`config.mk`:
```
export PLATFORM = sky130hd
export DESIGN_NAME = input_conditioner
export DESIGN_NICKNAME = d
export VERILOG_FILES = /design/src/rtl/input_conditioner.sv
export SDC_FILE = /design/constraint.sdc
export NUM_CORES = 1
export LEC_CHECK = 0
export ABC_AREA = 1
export ABC_CLOCK_PERIOD_IN_PS = 3950
export BUFFER_PORTS_ARGS = -buffer_cell sky130_fd_sc_hd__buf_4
export CAP_MARGIN = 20
export CORE_MARGIN = 2
export CORE_UTILIZATION = 45
export CTS_CLUSTER_DIAMETER = 60
export CTS_CLUSTER_SIZE = 12
export DETAILED_ROUTE_END_ITERATION = 10
export GPL_ROUTABILITY_DRIVEN = 0
export HOLD_SLACK_MARGIN = 0.12
export PLACE_DENSITY = 0.7
export SYNTH_ARGS = -nofsm -noshare
export SYNTH_HDL_FRONTEND = slang
export SYNTH_SLANG_ARGS = --single-unit
```
`constraint.sdc`:
```
create_clock -name clock -period 3.95 [get_ports clock]
set_input_delay 0.5925 -clock clock [delete_from_list [all_inputs] [get_ports clock]]
set_output_delay 0.5925 -clock clock [all_outputs]
set_load 0.05 [all_outputs]
```
`src/rtl/input_conditioner.sv`:
```
// input_conditioner: debounces the already-synchronized KEY0/SW0/SW1 levels and
// turns accepted edges into single-cycle event pulses for the NeoPixel FSM.
// KEY0 is active-low at the pin and is presented active-high on keyPressed.
// Optional feature macro: KEY_AUTOREPEAT_EN. When it is defined, keyPress also
// repeats while the key stays held (REPEAT_DELAY, then every REPEAT_PERIOD).

// One debounce channel: STABLE/PENDING FSM plus a stability counter.
module input_conditioner_debounce #(
    parameter int DEBOUNCE_CYCLES = 50000
) (
    input  logic clock,
    input  logic reset,
    input  logic raw_i,
    output logic level_o,
    output logic accept_o
);
    localparam int CW = $clog2(DEBOUNCE_CYCLES + 1);
    localparam logic [CW-1:0] CNT_LAST = CW'(DEBOUNCE_CYCLES - 1);
    localparam logic [CW-1:0] CNT_ONE  = CW'(1);

    typedef enum logic [0:0] {
        ST_STABLE  = 1'b0,
        ST_PENDING = 1'b1
    } state_e;

    state_e        state_q;
    state_e        state_d;
    logic [CW-1:0] cnt_q;
    logic [CW-1:0] cnt_d;
    logic          level_q;
    logic          level_d;
    logic          differ_s;
    logic          last_s;

    assign differ_s = (raw_i != level_q);
    assign last_s   = (cnt_q == CNT_LAST);

    // State register: FSM state, stability count and accepted level.
    always_ff @(posedge clock or negedge reset) begin
        if (!reset) begin
            state_q <= ST_STABLE;
            cnt_q   <= '0;
            level_q <= 1'b0;
        end else begin
            state_q <= state_d;
            cnt_q   <= cnt_d;
            level_q <= level_d;
        end
    end

    // Next-state logic: any return to the accepted level rejects the bounce.
    always_comb begin
        state_d = state_q;
        case (state_q)
            ST_STABLE: begin
                if (differ_s) begin
                    state_d = ST_PENDING;
                end else begin
                    state_d = ST_STABLE;
                end
            end
            ST_PENDING: begin
                if (!differ_s || last_s) begin
                    state_d = ST_STABLE;
                end else begin
                    state_d = ST_PENDING;
                end
            end
            default: state_d = ST_STABLE;
        endcase
    end

    // Output logic: counter update, level acceptance and the accept strobe.
    always_comb begin
        cnt_d    = '0;
        level_d  = level_q;
        accept_o = 1'b0;
        case (state_q)
            ST_STABLE: begin
                if (differ_s) begin
                    cnt_d = CNT_ONE;
                end else begin
                    cnt_d = '0;
                end
            end
            ST_PENDING: begin
                if (!differ_s) begin
                    cnt_d = '0;
                end else if (last_s) begin
                    cnt_d    = '0;
                    level_d  = raw_i;
                    accept_o = 1'b1;
                end else begin
                    cnt_d = cnt_q + CNT_ONE;
                end
            end
            default: cnt_d = '0;
        endcase
    end

    assign level_o = level_q;
endmodule

// Top: three debounce channels, event pulses and optional key auto-repeat.
module input_conditioner #(
    parameter int DEBOUNCE_CYCLES = 50000,
    parameter int REPEAT_DELAY    = 25000000,
    parameter int REPEAT_PERIOD   = 5000000
) (
    input  logic       clock,
    input  logic       reset,
    input  logic       syncedKEY0,
    input  logic       syncedSW0,
    input  logic       syncedSW1,
    output logic       keyPressed,
    output logic       keyPress,
    output logic       sw0,
    output logic       sw1,
    output logic [1:0] mode,
    output logic       modeChange
);
    logic raw_key_s;
    logic key_level_s;
    logic key_acc_s;
    logic sw0_level_s;
    logic sw0_acc_s;
    logic sw1_level_s;
    logic sw1_acc_s;
    logic rep_fire_s;
    logic key_press_q;
    logic key_press_d;
    logic mode_change_q;
    logic mode_change_d;

    assign raw_key_s = ~syncedKEY0;

    input_conditioner_debounce #(.DEBOUNCE_CYCLES(DEBOUNCE_CYCLES)) u_key (
        .clock    (clock),
        .reset    (reset),
        .raw_i    (raw_key_s),
        .level_o  (key_level_s),
        .accept_o (key_acc_s)
    );

    input_conditioner_debounce #(.DEBOUNCE_CYCLES(DEBOUNCE_CYCLES)) u_sw0 (
        .clock    (clock),
        .reset    (reset),
        .raw_i    (syncedSW0),
        .level_o  (sw0_level_s),
        .accept_o (sw0_acc_s)
    );

    input_conditioner_debounce #(.DEBOUNCE_CYCLES(DEBOUNCE_CYCLES)) u_sw1 (
        .clock    (clock),
        .reset    (reset),
        .raw_i    (syncedSW1),
        .level_o  (sw1_level_s),
        .accept_o (sw1_acc_s)
    );

`ifdef KEY_AUTOREPEAT_EN
    // rep_cnt_q holds the number of cycles since the press pulse; after the
    // first repeat it cycles REPEAT_DELAY .. REPEAT_DELAY+REPEAT_PERIOD-1.
    localparam int RW = $clog2(REPEAT_DELAY + REPEAT_PERIOD + 1);
    localparam logic [RW-1:0] REP_FIRST  = RW'(REPEAT_DELAY - 1);
    localparam logic [RW-1:0] REP_WRAP   = RW'(REPEAT_DELAY + REPEAT_PERIOD - 1);
    localparam logic [RW-1:0] REP_RELOAD = RW'(REPEAT_DELAY);
    localparam logic [RW-1:0] REP_ONE    = RW'(1);

    logic [RW-1:0] rep_cnt_q;
    logic [RW-1:0] rep_cnt_d;

    // Repeat counter register.
    always_ff @(posedge clock or negedge reset) begin
        if (!reset) begin
            rep_cnt_q <= '0;
        end else begin
            rep_cnt_q <= rep_cnt_d;
        end
    end

    // Repeat timing: runs only while the key stays held (not on the release edge).
    always_comb begin
        rep_cnt_d  = '0;
        rep_fire_s = 1'b0;
        if (key_level_s && !key_acc_s) begin
            if (rep_cnt_q == REP_WRAP) begin
                rep_cnt_d  = REP_RELOAD;
                rep_fire_s = 1'b1;
            end else if (rep_cnt_q == REP_FIRST) begin
                rep_cnt_d  = rep_cnt_q + REP_ONE;
                rep_fire_s = 1'b1;
            end else begin
                rep_cnt_d  = rep_cnt_q + REP_ONE;
                rep_fire_s = 1'b0;
            end
        end else begin
            rep_cnt_d  = '0;
            rep_fire_s = 1'b0;
        end
    end
`else
    // Repeat timing has no effect in this build; fold it into an unused tie-off.
    logic unused_repeat_s;
    assign unused_repeat_s = ^{REPEAT_DELAY, REPEAT_PERIOD};
    assign rep_fire_s      = 1'b0;
`endif

    // Pulse generation: press edge (or repeat) and any switch acceptance.
    always_comb begin
        key_press_d   = 1'b0;
        mode_change_d = 1'b0;
        if ((key_acc_s && !key_level_s) || rep_fire_s) begin
            key_press_d = 1'b1;
        end else begin
            key_press_d = 1'b0;
        end
        if (sw0_acc_s || sw1_acc_s) begin
            mode_change_d = 1'b1;
        end else begin
            mode_change_d = 1'b0;
        end
    end

    // Pulse registers, aligned with the level flops inside the channels.
    always_ff @(posedge clock or negedge reset) begin
        if (!reset) begin
            key_press_q   <= 1'b0;
            mode_change_q <= 1'b0;
        end else begin
            key_press_q   <= key_press_d;
            mode_change_q <= mode_change_d;
        end
    end

    assign keyPressed = key_level_s;
    assign keyPress   = key_press_q;
    assign sw0        = sw0_level_s;
    assign sw1        = sw1_level_s;
    assign mode       = {sw1_level_s, sw0_level_s};
    assign modeChange = mode_change_q;
endmodule

```
==> results of run 1 <==
==> cells in the final DEF, fill, tap and decap left out, drive strengths merged, types with 2 or more instances in the layout <==
cell	Yosys	final
buf	4	11
clkinv	1	2
dfrtp	56	56
a21oi	10	10
o21bai	4	4
xnor2	2	2
nand4	3	3
clkbuf	0	5
xor2	6	6
nor2	98	98
nand2	100	100
o21ai	7	7
nand3	43	43
inv	55	56
nor3	19	19
ha	3	3
==> cell type report <==
type / instances / area (um2) / area share, %
Clock buffer: 5 / 68.8 / 2.07
Clock inverter: 3 / 21.3 / 0.641
Inverter: 56 / 211 / 6.37
Multi-Input combinational cell: 298 / 1440 / 43.2
Sequential cell: 56 / 1400 / 42.2
Tap cell: 80 / 100 / 3.01
Timing Repair Buffer: 11 / 82.6 / 2.49
==> layer usage <==
| layer | routed length (um) | up-vias | track usage (%) |
|---|---|---|---|
| li1 | - | 1310 | - |
| met1 | 2670 | 1174 | 20.9 |
| met2 | 2750 | 51 | 28.1 |
| met3 | 225 | 13 | 3.79 |
| met4 | 110 | 0 | 5.68 |
| met5 | 0 | - | 0 |
==> power breakdown <==
part | total [mW] | switching, mW | internal (mW)
logic | 0.0719 | 0.0512 | 0.0208
clock network | 0.315 | 0.188 | 0.126
registers | 0.593 | 0.00720 | 0.585
total | 0.979 | 0.247 | 0.732
==> worst max-delay path by stage <==
stage	start	to	cells after the start
global route	u_sw0.cnt_q[0]	u_sw0.cnt_q[12]	8
global placement	syncedSW1	u_sw1.cnt_q[0]	6
CTS	u_sw0.level_o	sw0	1
finish	u_sw0.level_o	sw0	1
detailed placement	syncedSW0	u_sw0.cnt_q[15]	9
floorplan	u_sw0.level_o	mode[0]	1
==> cell families (layout without fill, tap and decap cells) <==
group                    count (synthesis)  after routing
XOR/XNOR                                 8              8
flip-flops                              56             56
AND/OR/NAND/NOR                        265            265
AO/OA/AOI/OAI                           22             22
adder cells (fa/ha/maj)                  3              3
buffers and inverters                   60             75
==> summary.md, run 1 <==
| Metric | Value |
|---|---|
| Core Area | 6720 um2 |
| Number of sinks driven by the clock tree | 56 |
| Number of global-route vias before repair | 2431 |
| Largest area contributor in the synthesized netlist | dfrtp_1 |
| Fraction of the mapped netlist area in compound gates | 4.29% |
| Post_cts resized | 0 |
| Peak clock frequency supported by timing | 638 MHz |
| Average detailed-routed wire length per instance | 11.3 um |
| Crit path max fanout | 5 |
| Number of buffer and inverter stages on the critical path | 1 |
| Fillers | 658 |
| Setup slack on the worst flop-to-flop path | 2430 ps |
| I/O Buffers | 11 |
| Die outline area | 7540 um2 |
| First-pass GRT wire length | 10200 um |
| RSZ-0062 raised after global routing | false |
| Startpoint class of the critical path | flop |
| Max-slew violation count | 0 |
| Later-pin clock latency in the skew report | 310 ps |
| Per-cell via count in the routed design | 5.01 |
| Final worst setup slack | 2380 ps |
| Ratio of final minimum period to clock period | 39.7% |
| Cell type group with the largest total delay on the critical path | flip-flops |
| Actual transition at the worst max-transition pin | 686 ps |
| Final Hold Vio Count | 0 |
| Category of the most critical setup path | flop to primary output |
| Max H-tree Level | 2 |
| Data arrival time of the worst path | 980 ps |
| Cell count of the worst reg-to-reg path | 8 |
| Post-CTS setup buffer count | 0 |
| Synth area leaders | dfrtp_1 45%, nand2_1 11%, nor2_1 11% |
| Most numerous cell in the Yosys netlist | nand2_1 |
| Sequential element share of the synthesized area | 45.4% |
| Post-synth ARST share | 100% |
| Hold-fix buffers at CTS | 0 |
| Count of different cell masters after synthesis | 29 |
| Pin count of the biggest net entering global routing | 57 |
| Slowest cell on crit path | dfrtp_1 |
| Count of maximum capacitance violations | 0 |
| Cell chosen for the clock root | clkbuf_8 |
| Yosys synthesis warning count | 0 |
| Power per cell area | 295 nW/um2 |
| Post-route design area | 3320 um2 |
| CP cell instances | buf_4 |
| Cell area after placement | 3230 um2 |
| Overall overflow remaining after global route | 0 |
| Fin Setup TNS | 0 ps |
| Summed instance area of the synthesized netlist | 3090 um2 |
| Total placed cells including tap cells | 501 |
| Fraction of final layout cells sized beyond drive strength 1 | 11.7% |
| DRC violation count after routing | 0 |
| Number of standard cells in the final layout excluding fillers | 509 |
| Worst setup skew after layout | 12.2 ps |
| Worst reg2reg path endpoint | u_key.cnt_q[0] |
| Number of enable flip-flop cells after synthesis | 0 |
| Mux share of post-synthesis cell area | 0% |
| DRC violation total after the first TritonRoute iteration | 117 |
| Number of diodes | 0 |
| Worst slack after detailed placement | 2380 ps |
| Router iterations before antenna repair | 4 |
| Max stage delay on crit path | 430 ps |
| DIE HEIGHT | 86.9 um |
| CTS Buf Count | 5 |
| Adder-cell share of the synthesized area | 1.22% |
| Post-synthesis register bit count | 56 |
| Number of antenna violations at the first check in global routing | 0 |
| Remaining max-slew budget at the tightest pin | 54.3% |
| Max clock buf depth | 2 |
| Minimum clock period after layout | 1570 ps |
| Synthesized-area fraction occupied by and/or/nand/nor cells | 38.7% |
| Xor and xnor fraction of the mapped netlist area | 2.27% |
| Static leakage power | 1.50 nW |
| Area added between synthesis and finish | 7.49% |
| Synth Net Count | 422 |
| Remaining antenna violation count after routing | 0 |
| Core occupancy in the finished layout | 49.4% |
| Registers with the highest flip-flop counts | u_key.cnt_q: 16 flops, u_sw0.cnt_q: 16 flops, u_sw1.cnt_q: 16 flops |
| Total wire length after detailed routing | 5750 um |
| Standard-cell rows | 30 |
| Avg Inst Size Synth | 7.46 um2 |
| Reg2reg start | u_key.cnt_q[0] |
| Number of vias in the routed layout | 2548 |
| Total Power | 0.979 mW |
| Result of the run | finished clean |
| Area share of the leading cell type in the synthesized netlist | 45.4% |
| IR drop worst, VDD | 106 uV |
| Initial core utilization | 46.0% |
| Count of mapped cells out of synthesis | 414 |
| Synth Flop Type | dfrtp_1 |
| Top-level I/O count | 12 |
| Worst Hold Margin | 292 ps |
| Largest family of logic cells by synthesized area | simple AND/OR/NAND/NOR gates |
| All-Layer GR Usage | 16.6% |
| Count of final setup violators | 0 |
| Final Net Count | 436 |
| Kind of capture point of the worst setup path | primary output |
| Post-CTS clock slew at the launch and capture registers of the worst setup and hold paths | 100 ps |
| Dpl hpwl | 4240 um |
| Leading post-synthesis cells by instance count | 91 x nand2_1, 89 x nor2_1, 56 x dfrtp_1 |
| CTS tree | yes |
| Critical path data required time | 3360 ps |
| Horizontal die dimension | 86.9 um |
| Classification of the worst-slack hold path | input pin to asynchronous set/reset pin |
Power figures use the tool's default switching activity.
==> run 2, diff against run 1 <==
--- a/config.mk
+++ b/config.mk
@@ -6,7 +6,7 @@
 export NUM_CORES = 1
 export LEC_CHECK = 0
 export ABC_AREA = 1
-export ABC_CLOCK_PERIOD_IN_PS = 3950
+export ABC_CLOCK_PERIOD_IN_PS = 1250
 export BUFFER_PORTS_ARGS = -buffer_cell sky130_fd_sc_hd__buf_4
 export CAP_MARGIN = 20
 export CORE_MARGIN = 2
@@ -16,7 +16,7 @@
 export DETAILED_ROUTE_END_ITERATION = 10
 export GPL_ROUTABILITY_DRIVEN = 0
 export HOLD_SLACK_MARGIN = 0.12
-export PLACE_DENSITY = 0.7
+export PLACE_DENSITY = 0.72
 export SYNTH_ARGS = -nofsm -noshare
 export SYNTH_HDL_FRONTEND = slang
 export SYNTH_SLANG_ARGS = --single-unit
==> constraint.sdc (replaced) <==
create_clock -name clock -period 1.25 [get_ports clock]
set_input_delay 0.1875 -clock clock [delete_from_list [all_inputs] [get_ports clock]]
set_output_delay 0.1875 -clock clock [all_outputs]
set_load 0.05 [all_outputs]
==> run 2 against run 1 <==
Effect of this change:
- the flow now finishes with violations (negative setup slack)
- total power rose to 3.4 times the previous value
- utilization increased by 19 points
- critical path depth rose by 7
- via count up 23%
- die area is the same
- wire length is 54% higher
- critical endpoint is now u_sw1.cnt_q[0]
- clock power rose to 3.1 times the previous value
- worst hold slack got worse by 140 ps
==> summary.md, run 2 (synthesis results as in run 1) <==
| Metric | Value |
|---|---|
| Post-CTS clock slew at the launch and capture registers of the worst setup and hold paths | 110 ps |
| Cell count of the worst reg-to-reg path | 8 |
| Average detailed-routed wire length per instance | 15.0 um |
| Remaining max-slew budget at the tightest pin | 80.2% |
| Count of final setup violators | 54 |
| Reg2reg start | u_sw1.cnt_q[1] |
| Number of global-route vias before repair | 2792 |
| Power per cell area | 733 nW/um2 |
| Violated checks | negative setup slack |
| Final Net Count | 516 |
| CP cell instances | ha_4 -> nand2_4 -> inv_4 -> nand2_4 -> nor2_4 -> nand2_4 -> nand2_8 -> o21ai_1 |
| Fraction of final layout cells sized beyond drive strength 1 | 44.0% |
| Commonest cells after routing, fill and taps aside | 72 x buf_4, 69 x nand2_1, 57 x nor2_1 |
| First-pass GRT wire length | 12100 um |
| Core occupancy in the finished layout | 68.5% |
| Share of total power in combinational logic | 14.6% |
| Fillers | 475 |
| Most Frequent Cell on Critical Path | nand2_4 |
| Result of the run | finished with violations |
| Number of diodes | 0 |
| Later-pin clock latency in the skew report | 320 ps |
| Worst setup skew after layout | 15.5 ps |
| Beginning of the critical path | u_sw1.cnt_q[1] |
| Register Area | 1410 um2 |
| Remaining antenna violation count after routing | 0 |
| RSZ-0062 raised after global routing | true |
| Registers with the highest flip-flop counts | u_key.cnt_q: 16 flops, u_sw0.cnt_q: 16 flops, u_sw1.cnt_q: 16 flops |
| Die outline area | 7540 um2 |
| Area added between synthesis and finish | 48.9% |
| Pin count of the biggest net entering global routing | 37 |
| IR drop worst, VDD | 647 uV |
| Count of maximum capacitance violations | 0 |
| Per-cell via count in the routed design | 5.31 |
| DRC violation count after routing | 0 |
| Total wire length after detailed routing | 8850 um |
| Top-level I/O count | 12 |
| Number of sinks driven by the clock tree | 56 |
| Cell chosen for the clock root | clkbuf_8 |
| Number of antenna violations at the first check in global routing | 0 |
| Data arrival time of the worst path | 1650 ps |
| Cell area after placement | 3680 um2 |
| Cell type group with the largest total delay on the critical path | simple AND/OR/NAND/NOR gates |
| Number of buffer and inverter stages on the critical path | 1 |
| Peak clock frequency supported by timing | 695 MHz |
| Dpl hpwl | 4860 um |
| Setup slack on the worst flop-to-flop path | -190 ps |
| Final Hold Vio Count | 0 |
| Worst reg2reg path endpoint | u_sw1.cnt_q[0] |
| Multi-input combinational cell area | 2040 um2 |
| Horizontal die dimension | 86.9 um |
| Slowest cell on crit path | dfrtp_1 |
| Minimum clock period after layout | 1440 ps |
| Startpoint class of the critical path | flop |
| All-Layer GR Usage | 20.1% |
| Static leakage power | 2.10 nW |
| Router iterations before antenna repair | 4 |
| Stages on the worst setup path | 8 |
| Kind of capture point of the worst setup path | flop |
| Number of vias in the routed layout | 3129 |
| I/O Buffers | 11 |
| Internal power summed over all cells | 2.45 mW |
| Sw frac | 27.3% |
| Number of standard cells in the final layout excluding fillers | 589 |
| Standard-cell rows | 30 |
| Max clock buf depth | 2 |
| DRC violation total after the first TritonRoute iteration | 184 |
| Initial core utilization | 46.0% |
| Core Area | 6720 um2 |
| Category of the most critical setup path | flop to flop |
| CTS Buf Count | 5 |
| Actual transition at the worst max-transition pin | 297 ps |
| Max H-tree Level | 2 |
| Ratio of final minimum period to clock period | 115% |
| DIE HEIGHT | 86.9 um |
| Crit path max fanout | 7 |
| Power dissipated by switching net loads | 0.920 mW |
| Total placed cells including tap cells | 554 |
| Max-slew violation count | 0 |
| Max stage delay on crit path | 440 ps |
| Clock network fraction of total power | 29.3% |
| Reg power frac | 56.1% |
| Critical path data required time | 1460 ps |
| Final worst setup slack | -188 ps |
| Overall overflow remaining after global route | 0 |
| End point of the critical path | u_sw1.cnt_q[0] |
| Leading cell type in the layout, fill and taps excluded | buf_4 |
| CTS tree | yes |
| Post-route design area | 4600 um2 |
| Classification of the worst-slack hold path | input pin to flop |
-- run 2: cell count changes in the layout (fill, tap and decap cells not counted), sizes merged, moves of 2 or more --
cell,previous run,this run
clkbuf,5,7
dlygate4sd3,0,2
buf,11,85
nand2,100,103
-- run 2: routing by layer --
layer	vias to the layer above	GRT usage, %	routed length [um]
li1	1491	-	-
met1	1516	25.6	3510
met2	97	34.6	4740
met3	25	2.94	375
met4	0	7.39	217
met5	-	0	0
-- run 2: through the flow --
stage | hold WS [ps] | total power, mW | TNS (ps) | setup slack (ps)
final | 156 | 3.37 | -4800 | -188
after detailed placement | 93.3 | 2.18 | -2900 | -134
after global placement | 88.8 | 2.17 | -1030 | -77.0
after global routing | 177 | 3.49 | -8330 | -272
after CTS | 145 | 3.22 | -1460 | -79.2
after floorplan | -108 | 2.07 | -658 | -57.7
-- run 2: final cells by class --
cell class / instances / area share [%]
timing repair buffer: 88 / 16.3
inverter: 56 / 4.73
tap: 80 / 2.18
multi-input combinational: 301 / 44.3
sequential: 56 / 30.7
clock buffer: 7 / 1.66
clock inverter: 1 / 0.109
-- run 2: timing repair --
action / 4_1_cts / 5_1_grt
hold endpoints to repair: 58 / 0
pin swaps: 21 / 34
hold buffers: 3 / 0
cloned: 2 / 1
buffers inserted: 14 / 9
resized for setup: 47 / 101
endpoints found under the setup margin: 50 / 57
-- run 2: how the worst min path moves through the flow --
stage,from,endpoint,slack (ps),cells after the start
finish,syncedSW0,u_sw0.level_o,160,3
global route,syncedSW0,u_sw0.level_o,180,3
CTS,syncedSW0,u_sw0.level_o,150,3
detailed placement,reset,u_sw0.state_q,90,1
global placement,reset,u_sw0.state_q,90,1
floorplan,reset,keyPress,-110,0
-- run 2: power by group through the flow --
stage / Combinational (mW) / Clock (mW) / Sequential (mW)
2_1_floorplan: 0.170 / 0 / 1.90
3_3_place_gp: 0.264 / 0 / 1.90
3_5_place_dp: 0.272 / 0 / 1.91
4_1_cts: 0.355 / 0.993 / 1.87
5_1_grt: 0.536 / 1.06 / 1.89
6_report: 0.494 / 0.988 / 1.89
-- run 2: tightest hold or removal path, stage by stage --
cell and delay [ps]:
buf_4 120, inv_1 80, o21ai_1 70
